==> src/rtl/hazard_ctrl_if.sv <==
// hazard_ctrl_if
//   Groups the pipeline-side signals of the hazard controller.
//   master : pipeline / testbench side (drives stage fields, sees controls)
//   slave  : hazard_ctrl (reads stage fields, drives stall/flush/forward,
//            error flag and performance counters)
interface hazard_ctrl_if;
    logic [4:0]  rs1D;
    logic [4:0]  rs2D;
    logic [4:0]  rs1E;
    logic [4:0]  rs2E;
    logic [4:0]  rdE;
    logic [4:0]  rdM;
    logic [4:0]  rdW;
    logic        regwriteE;
    logic        regwriteM;
    logic        regwriteW;
    logic [1:0]  wbselE;
    logic        pcselE;
    logic        dmem_reqM;
    logic        dmem_ready;
    logic        stallF;
    logic        stallD;
    logic        stallE;
    logic        stallM;
    logic        flushD;
    logic        flushE;
    logic        flushW;
    logic [1:0]  fwdAE;
    logic [1:0]  fwdBE;
    logic        mem_err;
    logic [31:0] stall_cnt;
    logic [31:0] flush_cnt;

    modport master (
        output rs1D, rs2D, rs1E, rs2E, rdE, rdM, rdW,
        output regwriteE, regwriteM, regwriteW, wbselE, pcselE,
        output dmem_reqM, dmem_ready,
        input  stallF, stallD, stallE, stallM, flushD, flushE, flushW,
        input  fwdAE, fwdBE, mem_err, stall_cnt, flush_cnt
    );

    modport slave (
        input  rs1D, rs2D, rs1E, rs2E, rdE, rdM, rdW,
        input  regwriteE, regwriteM, regwriteW, wbselE, pcselE,
        input  dmem_reqM, dmem_ready,
        output stallF, stallD, stallE, stallM, flushD, flushE, flushW,
        output fwdAE, fwdBE, mem_err, stall_cnt, flush_cnt
    );
endinterface

==> src/rtl/hazard_ctrl.sv <==
// hazard_ctrl
//   Hazard, stall and flush controller for the 5-stage RV32 pipeline.
//   Forwarding selects, load-use stalls and redirect flushes are purely
//   combinational; a small FSM freezes the pipeline while a data-memory
//   access is not ready and latches a sticky error on timeout.
// Ports
//   clk   : pipeline clock, rising edge
//   rst_n : asynchronous active-low reset
//   hz    : hazard_ctrl_if.slave (stage fields in, stall/flush/forward,
//           mem_err and stall/flush performance counters out)
//
// state  | meaning
// -------+-----------------------------------------------------------
// RUN    | normal flow, no outstanding memory wait
// WAIT   | memory access in Memory not ready, pipeline frozen
// ERR    | memory wait exceeded MEM_TIMEOUT, frozen until reset
module hazard_ctrl #(
    parameter int unsigned MEM_TIMEOUT = 16
) (
    input  logic         clk,
    input  logic         rst_n,
    hazard_ctrl_if.slave hz
);

    typedef enum logic [1:0] {
        ST_RUN  = 2'd0,
        ST_WAIT = 2'd1,
        ST_ERR  = 2'd2
    } state_t;

    localparam logic [15:0] WAIT_LAST = 16'(MEM_TIMEOUT - 1);

    state_t      state_q, state_d;
    logic [15:0] wait_cnt_q, wait_cnt_d;
    logic [31:0] stall_cnt_q, stall_cnt_d;
    logic [31:0] flush_cnt_q, flush_cnt_d;

    logic load_use;
    logic mem_stall;
    logic in_err;
    logic redirect;
    logic stall_f, stall_d, stall_e, stall_m;
    logic flush_d, flush_e, flush_w;

    // Most recent producer wins: M has priority over W.
    function automatic logic [1:0] fwd_sel(input logic [4:0] rs);
        if (hz.regwriteM && (hz.rdM != 5'd0) && (hz.rdM == rs)) begin
            return 2'b10;
        end else if (hz.regwriteW && (hz.rdW != 5'd0) && (hz.rdW == rs)) begin
            return 2'b01;
        end else begin
            return 2'b00;
        end
    endfunction

    assign hz.fwdAE = fwd_sel(hz.rs1E);
    assign hz.fwdBE = fwd_sel(hz.rs2E);

    // rs2D is compared even when the Decode instruction has no rs2.
    assign load_use = hz.regwriteE && (hz.wbselE == 2'b00) && (hz.rdE != 5'd0) &&
                      ((hz.rdE == hz.rs1D) || (hz.rdE == hz.rs2D));

    assign in_err    = (state_q == ST_ERR);
    assign mem_stall = hz.dmem_reqM && !hz.dmem_ready && !in_err;

    always_comb begin
        stall_f  = 1'b0;
        stall_d  = 1'b0;
        stall_e  = 1'b0;
        stall_m  = 1'b0;
        flush_d  = 1'b0;
        flush_e  = 1'b0;
        flush_w  = 1'b0;
        redirect = 1'b0;
        if (in_err || mem_stall) begin
            // Frozen pipeline: redirect and load-use are deferred.
            stall_f = 1'b1;
            stall_d = 1'b1;
            stall_e = 1'b1;
            stall_m = 1'b1;
            flush_w = 1'b1;
        end else if (hz.pcselE) begin
            flush_d  = 1'b1;
            flush_e  = 1'b1;
            redirect = 1'b1;
        end else if (load_use) begin
            stall_f = 1'b1;
            stall_d = 1'b1;
            flush_e = 1'b1;
        end
    end

    always_comb begin
        state_d    = state_q;
        wait_cnt_d = wait_cnt_q;
        unique case (state_q)
            ST_RUN: begin
                if (mem_stall) begin
                    state_d    = ST_WAIT;
                    wait_cnt_d = 16'd1;
                end
            end
            ST_WAIT: begin
                if (!mem_stall) begin
                    state_d    = ST_RUN;
                    wait_cnt_d = 16'd0;
                end else if (wait_cnt_q == WAIT_LAST) begin
                    state_d = ST_ERR;
                end else begin
                    wait_cnt_d = wait_cnt_q + 16'd1;
                end
            end
            ST_ERR: begin
                state_d = ST_ERR;
            end
            default: begin
                state_d    = ST_RUN;
                wait_cnt_d = 16'd0;
            end
        endcase
    end

    assign stall_cnt_d = stall_f  ? stall_cnt_q + 32'd1 : stall_cnt_q;
    assign flush_cnt_d = redirect ? flush_cnt_q + 32'd1 : flush_cnt_q;

    always_ff @(posedge clk or negedge rst_n) begin
        if (!rst_n) begin
            state_q     <= ST_RUN;
            wait_cnt_q  <= 16'd0;
            stall_cnt_q <= 32'd0;
            flush_cnt_q <= 32'd0;
        end else begin
            state_q     <= state_d;
            wait_cnt_q  <= wait_cnt_d;
            stall_cnt_q <= stall_cnt_d;
            flush_cnt_q <= flush_cnt_d;
        end
    end

    assign hz.stallF    = stall_f;
    assign hz.stallD    = stall_d;
    assign hz.stallE    = stall_e;
    assign hz.stallM    = stall_m;
    assign hz.flushD    = flush_d;
    assign hz.flushE    = flush_e;
    assign hz.flushW    = flush_w;
    assign hz.mem_err   = in_err;
    assign hz.stall_cnt = stall_cnt_q;
    assign hz.flush_cnt = flush_cnt_q;

endmodule

==> src/flat_wrapper.sv <==
// flat-port wrapper written by rule: the top's interface ports become plain ports
module hazard_ctrl_flat 
#(
    parameter int unsigned MEM_TIMEOUT = 16
)
  (clk, rst_n, hz_rs1D, hz_rs2D, hz_rs1E, hz_rs2E, hz_rdE, hz_rdM, hz_rdW, hz_regwriteE, hz_regwriteM, hz_regwriteW, hz_wbselE, hz_pcselE, hz_dmem_reqM, hz_dmem_ready, hz_stallF, hz_stallD, hz_stallE, hz_stallM, hz_flushD, hz_flushE, hz_flushW, hz_fwdAE, hz_fwdBE, hz_mem_err, hz_stall_cnt, hz_flush_cnt);
  hazard_ctrl_if hz_i ();
  input  logic clk;
  input  logic rst_n;
  input wire logic [$bits(hz_i.rs1D)-1:0] hz_rs1D;
  input wire logic [$bits(hz_i.rs2D)-1:0] hz_rs2D;
  input wire logic [$bits(hz_i.rs1E)-1:0] hz_rs1E;
  input wire logic [$bits(hz_i.rs2E)-1:0] hz_rs2E;
  input wire logic [$bits(hz_i.rdE)-1:0] hz_rdE;
  input wire logic [$bits(hz_i.rdM)-1:0] hz_rdM;
  input wire logic [$bits(hz_i.rdW)-1:0] hz_rdW;
  input wire logic [$bits(hz_i.regwriteE)-1:0] hz_regwriteE;
  input wire logic [$bits(hz_i.regwriteM)-1:0] hz_regwriteM;
  input wire logic [$bits(hz_i.regwriteW)-1:0] hz_regwriteW;
  input wire logic [$bits(hz_i.wbselE)-1:0] hz_wbselE;
  input wire logic [$bits(hz_i.pcselE)-1:0] hz_pcselE;
  input wire logic [$bits(hz_i.dmem_reqM)-1:0] hz_dmem_reqM;
  input wire logic [$bits(hz_i.dmem_ready)-1:0] hz_dmem_ready;
  output wire logic [$bits(hz_i.stallF)-1:0] hz_stallF;
  output wire logic [$bits(hz_i.stallD)-1:0] hz_stallD;
  output wire logic [$bits(hz_i.stallE)-1:0] hz_stallE;
  output wire logic [$bits(hz_i.stallM)-1:0] hz_stallM;
  output wire logic [$bits(hz_i.flushD)-1:0] hz_flushD;
  output wire logic [$bits(hz_i.flushE)-1:0] hz_flushE;
  output wire logic [$bits(hz_i.flushW)-1:0] hz_flushW;
  output wire logic [$bits(hz_i.fwdAE)-1:0] hz_fwdAE;
  output wire logic [$bits(hz_i.fwdBE)-1:0] hz_fwdBE;
  output wire logic [$bits(hz_i.mem_err)-1:0] hz_mem_err;
  output wire logic [$bits(hz_i.stall_cnt)-1:0] hz_stall_cnt;
  output wire logic [$bits(hz_i.flush_cnt)-1:0] hz_flush_cnt;
  assign hz_i.rs1D = hz_rs1D;
  assign hz_i.rs2D = hz_rs2D;
  assign hz_i.rs1E = hz_rs1E;
  assign hz_i.rs2E = hz_rs2E;
  assign hz_i.rdE = hz_rdE;
  assign hz_i.rdM = hz_rdM;
  assign hz_i.rdW = hz_rdW;
  assign hz_i.regwriteE = hz_regwriteE;
  assign hz_i.regwriteM = hz_regwriteM;
  assign hz_i.regwriteW = hz_regwriteW;
  assign hz_i.wbselE = hz_wbselE;
  assign hz_i.pcselE = hz_pcselE;
  assign hz_i.dmem_reqM = hz_dmem_reqM;
  assign hz_i.dmem_ready = hz_dmem_ready;
  assign hz_stallF = hz_i.stallF;
  assign hz_stallD = hz_i.stallD;
  assign hz_stallE = hz_i.stallE;
  assign hz_stallM = hz_i.stallM;
  assign hz_flushD = hz_i.flushD;
  assign hz_flushE = hz_i.flushE;
  assign hz_flushW = hz_i.flushW;
  assign hz_fwdAE = hz_i.fwdAE;
  assign hz_fwdBE = hz_i.fwdBE;
  assign hz_mem_err = hz_i.mem_err;
  assign hz_stall_cnt = hz_i.stall_cnt;
  assign hz_flush_cnt = hz_i.flush_cnt;
  hazard_ctrl #(.MEM_TIMEOUT(MEM_TIMEOUT)) u_core (.clk(clk), .rst_n(rst_n), .hz(hz_i));
endmodule
==> config.mk <==
export PLATFORM = sky130hd
export DESIGN_NAME = hazard_ctrl_flat
export DESIGN_NICKNAME = d
export VERILOG_FILES = /design/src/rtl/hazard_ctrl_if.sv /design/src/rtl/hazard_ctrl.sv /design/src/flat_wrapper.sv
export SDC_FILE = /design/constraint.sdc
export NUM_CORES = 1
export LEC_CHECK = 0
export CAP_MARGIN = 10
export CORE_UTILIZATION = 30
export DETAILED_ROUTE_END_ITERATION = 16
export PLACE_DENSITY = 0.63
export SYNTH_ARGS = -nofsm -noshare
export SYNTH_HDL_FRONTEND = slang
export SYNTH_SLANG_ARGS = --single-unit
==> constraint.sdc <==
create_clock -name clk -period 2.7 [get_ports clk]
set_input_delay 0.54 -clock clk [delete_from_list [all_inputs] [get_ports clk]]
set_output_delay 0.54 -clock clk [all_outputs]
set_load 0.005 [all_outputs]
# Word-level counts from Yosys, hierarchy flattened
# Index checks and enable logic that the tools add are counted.
# word_totals
ff_bits,82
word_cells,62
output_inout_bits,76
# op_classes
bitwise,1
reduce_logical,22
muxes,20
eq_ne,12
add_sub_neg,3
# ops
operator,n
$add A32 B1 Y32 const B,2
$mux W16,3
$pmux W16 S3,1
$eq A5 B5 Y1,6
$add A16 B1 Y16 const B,1
$eq A16 B4 Y1 const B,1
$reduce_bool A5 Y1,3
$logic_and A1 B1 Y1,11
$mux W1,10
$mux W2,5
$ne A3 B3 Y1 const B,2
$pmux W2 S3,1
$logic_not A2 Y1,2
$reduce_and A3 Y1,1
$eq A2 B1 Y1 const B,1
$eq A2 B2 Y1 const B,1
$logic_not A1 Y1,2
$logic_or A1 B1 Y1,2
$ne A2 B1 Y1 const B,1
$reduce_and A2 Y1,1
$not A1 Y1,1

# Longest topological paths before layout
# depth
word_depth,7
mapped_depth,8

# Least setup slack after synthesis
# No wires, ideal clock.
# synth_path
path_kind,input port to output port
startpoint,in hz_rdE[0]
endpoint,out hz_stallF
arrival_time_ps,1873
setup_slack_ps,287
n_path_buf,2
stages,6
t_required_ps,2160
path_cell_list,or4_1 > o211a_1 > a31oi_1 > buf_4 > inv_1 > buf_4
# synth_between
elab_chain_cells,6
# synth_rtl
element,line_no,source
from (decl),flat_wrapper.sv:14,input wire logic [$bits(hz_i.rdE)-1:0] hz_rdE;
$eq A5 B5 Y1 / $reduce_bool A5 Y1 (equally long branches),"hazard_ctrl.sv:61, hazard_ctrl.sv:60",
$logic_or A1 B1 Y1 / $logic_and A1 B1 Y1 (equally long branches),"hazard_ctrl.sv:61, hazard_ctrl.sv:60",
$logic_and A1 B1 Y1 (*),hazard_ctrl.sv:60,assign load_use = hz.regwriteE && (hz.wbselE == 2'b00) && (hz.rdE != 5'd0) &&
$mux W1 (*) (3 in series),--,
to (decl),flat_wrapper.sv:24,output wire logic [$bits(hz_i.stallF)-1:0] hz_stallF;
# Every way passes the cells marked *; elsewhere a longest branch is shown, timed or not.

# Worst setup path after layout
# layout_path
startpoint,in hz_rdW[3]
endpoint,out hz_fwdAE[0]
# layout_between
elab_chain_cells,5
# layout_rtl
element,line_no,source
from (decl),flat_wrapper.sv:16,input wire logic [$bits(hz_i.rdW)-1:0] hz_rdW;
$reduce_bool A5 Y1,hazard_ctrl.sv:49,end else if (hz.regwriteW && (hz.rdW != 5'd0) && (hz.rdW == rs)) begin
$logic_and A1 B1 Y1,hazard_ctrl.sv:49,
$logic_and A1 B1 Y1 (*),hazard_ctrl.sv:49,
$mux W1 (*),hazard_ctrl.sv:49,
$mux W2 (*),hazard_ctrl.sv:47,if (hz.regwriteM && (hz.rdM != 5'd0) && (hz.rdM == rs)) begin
to (decl),flat_wrapper.sv:31,output wire logic [$bits(hz_i.fwdAE)-1:0] hz_fwdAE;
# Marked as above.

==> flow_metrics.env <==
export IMPL_status="complete, no violations"
export IMPL_synth_cell_types=47
export IMPL_grt_max_degree=53
export IMPL_maxSlewViolCount=0
export IMPL_arrival_ns=2.08
export IMPL_tightest_slew_ns=0.467
export IMPL_layout_common_cells="clkdlybuf4s50_1, dfrtp_1, xor2_1"
export IMPL_globalRouteOverflowTotal=0
export IMPL_ys_seq_elements=82
export IMPL_p_switching_mw=0.998
export IMPL_track_usage=0.152
export IMPL_first_global_vias=3669
export IMPL_portBuffers=120
export IMPL_mostFrequentLayoutCell="clkdlybuf4s50_1"
export IMPL_ir_worst_vdd_mv=0.342
export IMPL_netlist_instances=422
export IMPL_ant_nets=0
export IMPL_period_share=0.969
export IMPL_wl_mm=10.8
export IMPL_nets=625
export IMPL_areaGrowthSynthToFinish_pct=44.6
export IMPL_setup_tns_ns=0
export IMPL_initial_core_util=0.311
export IMPL_hold_viol_final=0
export IMPL_clkTransAtPathRegs_ns=0.06
export IMPL_clock_power_share=0.342
export IMPL_htree_levels=3
export IMPL_p_total_mw=3.44
export IMPL_seq_area_frac_synth=0.468
export IMPL_pwr_share_seq=0.442
export IMPL_crit_path_start_kind="input port"
export IMPL_antenna_found_initial=0
export IMPL_synth_area_um2=4390
export IMPL_drive_above_1_share=0.137
export IMPL_syn_nets=470
export IMPL_comb_power_share=0.216
export IMPL_period_needed_ns=2.62
export IMPL_wire_per_inst_um=14.1
export IMPL_firstDrtPassIters=4
export IMPL_row_count=43
export IMPL_drcViolationCount=0
export IMPL_clock_path_buffers=2
export IMPL_gp_congestion=0.929
export IMPL_fmax_mhz=382
export IMPL_syn_avg_cell_area_um2=10.4
export IMPL_clock_sinks=82
export IMPL_grt_pass1_wl_mm=17.8
export IMPL_p_int_mw=2.45
export IMPL_core_um2=14100
export IMPL_critPathMaxFanout=2
export IMPL_cts_tree="built"
export IMPL_setup_viol=0
export IMPL_worstSetupPathType="input port to output port"
export IMPL_route_vias_total=3665
export IMPL_netSwitchingFraction=0.290
export IMPL_dieArea_um2=15100
export IMPL_end_kind="output port"
export IMPL_first_iter_violations=260
export IMPL_yosysWarnings=0
export IMPL_ioPinCount=121
export IMPL_cts_buffers=9
export IMPL_fin_skew_ns=0.00881
export IMPL_hp_class="input port to asynchronous set/reset pin"
export IMPL_die_w_um=123
export IMPL_cp_data_required_time_ns=2.16
export IMPL_p_leak_nw=2.72
export IMPL_root_buffer="clkbuf_16"
export IMPL_hpwl_mm=8.20
export IMPL_insertion_delay_ns=0.34
export IMPL_diodes=0
export IMPL_relSlewSlack=0.686
export IMPL_vias_per_cell=4.81
export IMPL_die_h_um=123
export IMPL_rsz0062_at_grt="false"
export IMPL_cap_violations=0
export IMPL_power_density_nw_per_um2=543
-- stage by stage --
step | worst slack [ns] | area [µm²] | hold WS, ns | util | cells
after floorplan | 0.287 | 4390 | 0.244 | - | 422
after global placement | -0.489 | 6020 | 0.461 | 0.427 | 745
after detailed placement | -0.588 | 6020 | 0.469 | 0.427 | 745
after CTS | -0.0345 | 6340 | 0.137 | 0.449 | 762
after global routing | 0.0143 | 6350 | 0.161 | 0.450 | 762
final | 0.0848 | 6350 | 0.134 | 0.450 | 762
-- cell type report --
| class | count | area (µm²) |
|---|---|---|
| Fill cell | 1328 | 7750 |
| Multi-Input combinational cell | 327 | 2330 |
| Sequential cell | 82 | 2050 |
| Timing Repair Buffer | 153 | 1440 |
| Clock buffer | 10 | 239 |
| Tap cell | 180 | 225 |
| Clock inverter | 6 | 48.8 |
| Inverter | 4 | 15.0 |
-- synth_stat cells (all sizes together) --
cell type | number | area share
a21oi | 7 | 0.0080
a31oi | 3 | 0.011
and2 | 5 | 0.0071
and3 | 18 | 0.027
and4 | 7 | 0.014
buf | 7 | 0.011
clkbuf | 2 | 0.0017
dfrtp | 82 | 0.47
ha | 3 | 0.0086
inv | 4 | 0.0034
mux2 | 2 | 0.0051
mux2i | 1 | 0.0023
nand2 | 48 | 0.041
nand2b | 7 | 0.012
nand3 | 23 | 0.027
nand4 | 13 | 0.019
nor2 | 29 | 0.025
nor2b | 1 | 0.0014
nor3 | 10 | 0.015
nor3b | 3 | 0.0063
nor4 | 12 | 0.022
nor4b | 3 | 0.010
nor4bb | 1 | 0.0023
o2111a | 1 | 0.0026
o2111ai | 1 | 0.0020
o211a | 1 | 0.0023
o211ai | 2 | 0.0034
o21ai | 4 | 0.0046
o22ai | 10 | 0.017
or2 | 1 | 0.0014
or3 | 2 | 0.0029
or4 | 5 | 0.0086
xnor2 | 43 | 0.086
xor2 | 61 | 0.12
-- worst paths after layout --
path,end,from,slack (ns),cells after the start
min in group clk,u_core.hz.flush_cnt[31],u_core.hz.flush_cnt[31],0.48,1
worst max-delay path,hz_fwdAE[0],hz_rdW[3],0.08,6
worst max register to register,u_core.hz.stall_cnt[25],u_core.hz.stall_cnt[4],0.61,7
max in group asynchronous,u_core.hz.flush_cnt[15],rst_n,1.95,2
worst min-delay path,u_core.hz.stall_cnt[7],rst_n,0.13,1
worst min register to register,u_core.hz.flush_cnt[31],u_core.hz.flush_cnt[31],0.48,1
-- what timing repair did --
action                                  4_1_cts  5_1_grt
setup buffers                                 1        1
resized for setup                            42        4
hold buffers                                  0        0
endpoints found under the setup margin        7        6
pin swaps                                     9        5
-- power groups by stage --
stage                     combinational (mW)  clock [mW]  sequential (mW)
after global routing                   0.821        1.27             1.54
after detailed placement               0.749           0             1.54
after global placement                 0.735           0             1.54
after floorplan                        0.286           0             1.52
after CTS                              0.757        1.22             1.52
final                                  0.744        1.18             1.52
-- worst max-delay path, cell delays in order --
cell and delay [ns]:
clkdlybuf4s50_1 0.49, or4_1 0.13, o21ai_1 0.07, or4_1 0.54, nor4_2 0.15, buf_2 0.15
-- cell families after synthesis --
group	count (synthesis)	synth area share
simple gates	188	0.242
xor+xnor	104	0.208
flops	82	0.468
compound gates	29	0.0513
buf+inv	13	0.0160
mux	3	0.00741
fa+ha+maj	3	0.00856
-- state kept, by name, indices dropped and copies added (netlist names) --
| name | count |
|---|---|
| u_core.hz.flush_cnt | 32 |
| u_core.hz.stall_cnt | 32 |
| u_core.wait_cnt_q | 16 |
| u_core.state_q | 2 |
-- metal layers --
layer	global-route usage	up-vias	routed length [µm]
li1	-	1780	-
met1	0.197	1768	5010
met2	0.239	94	5000
met3	0.0392	23	458
met4	0.0663	0	298
met5	0	-	0
No activity file was read; power rests on OpenSTA's default activity.
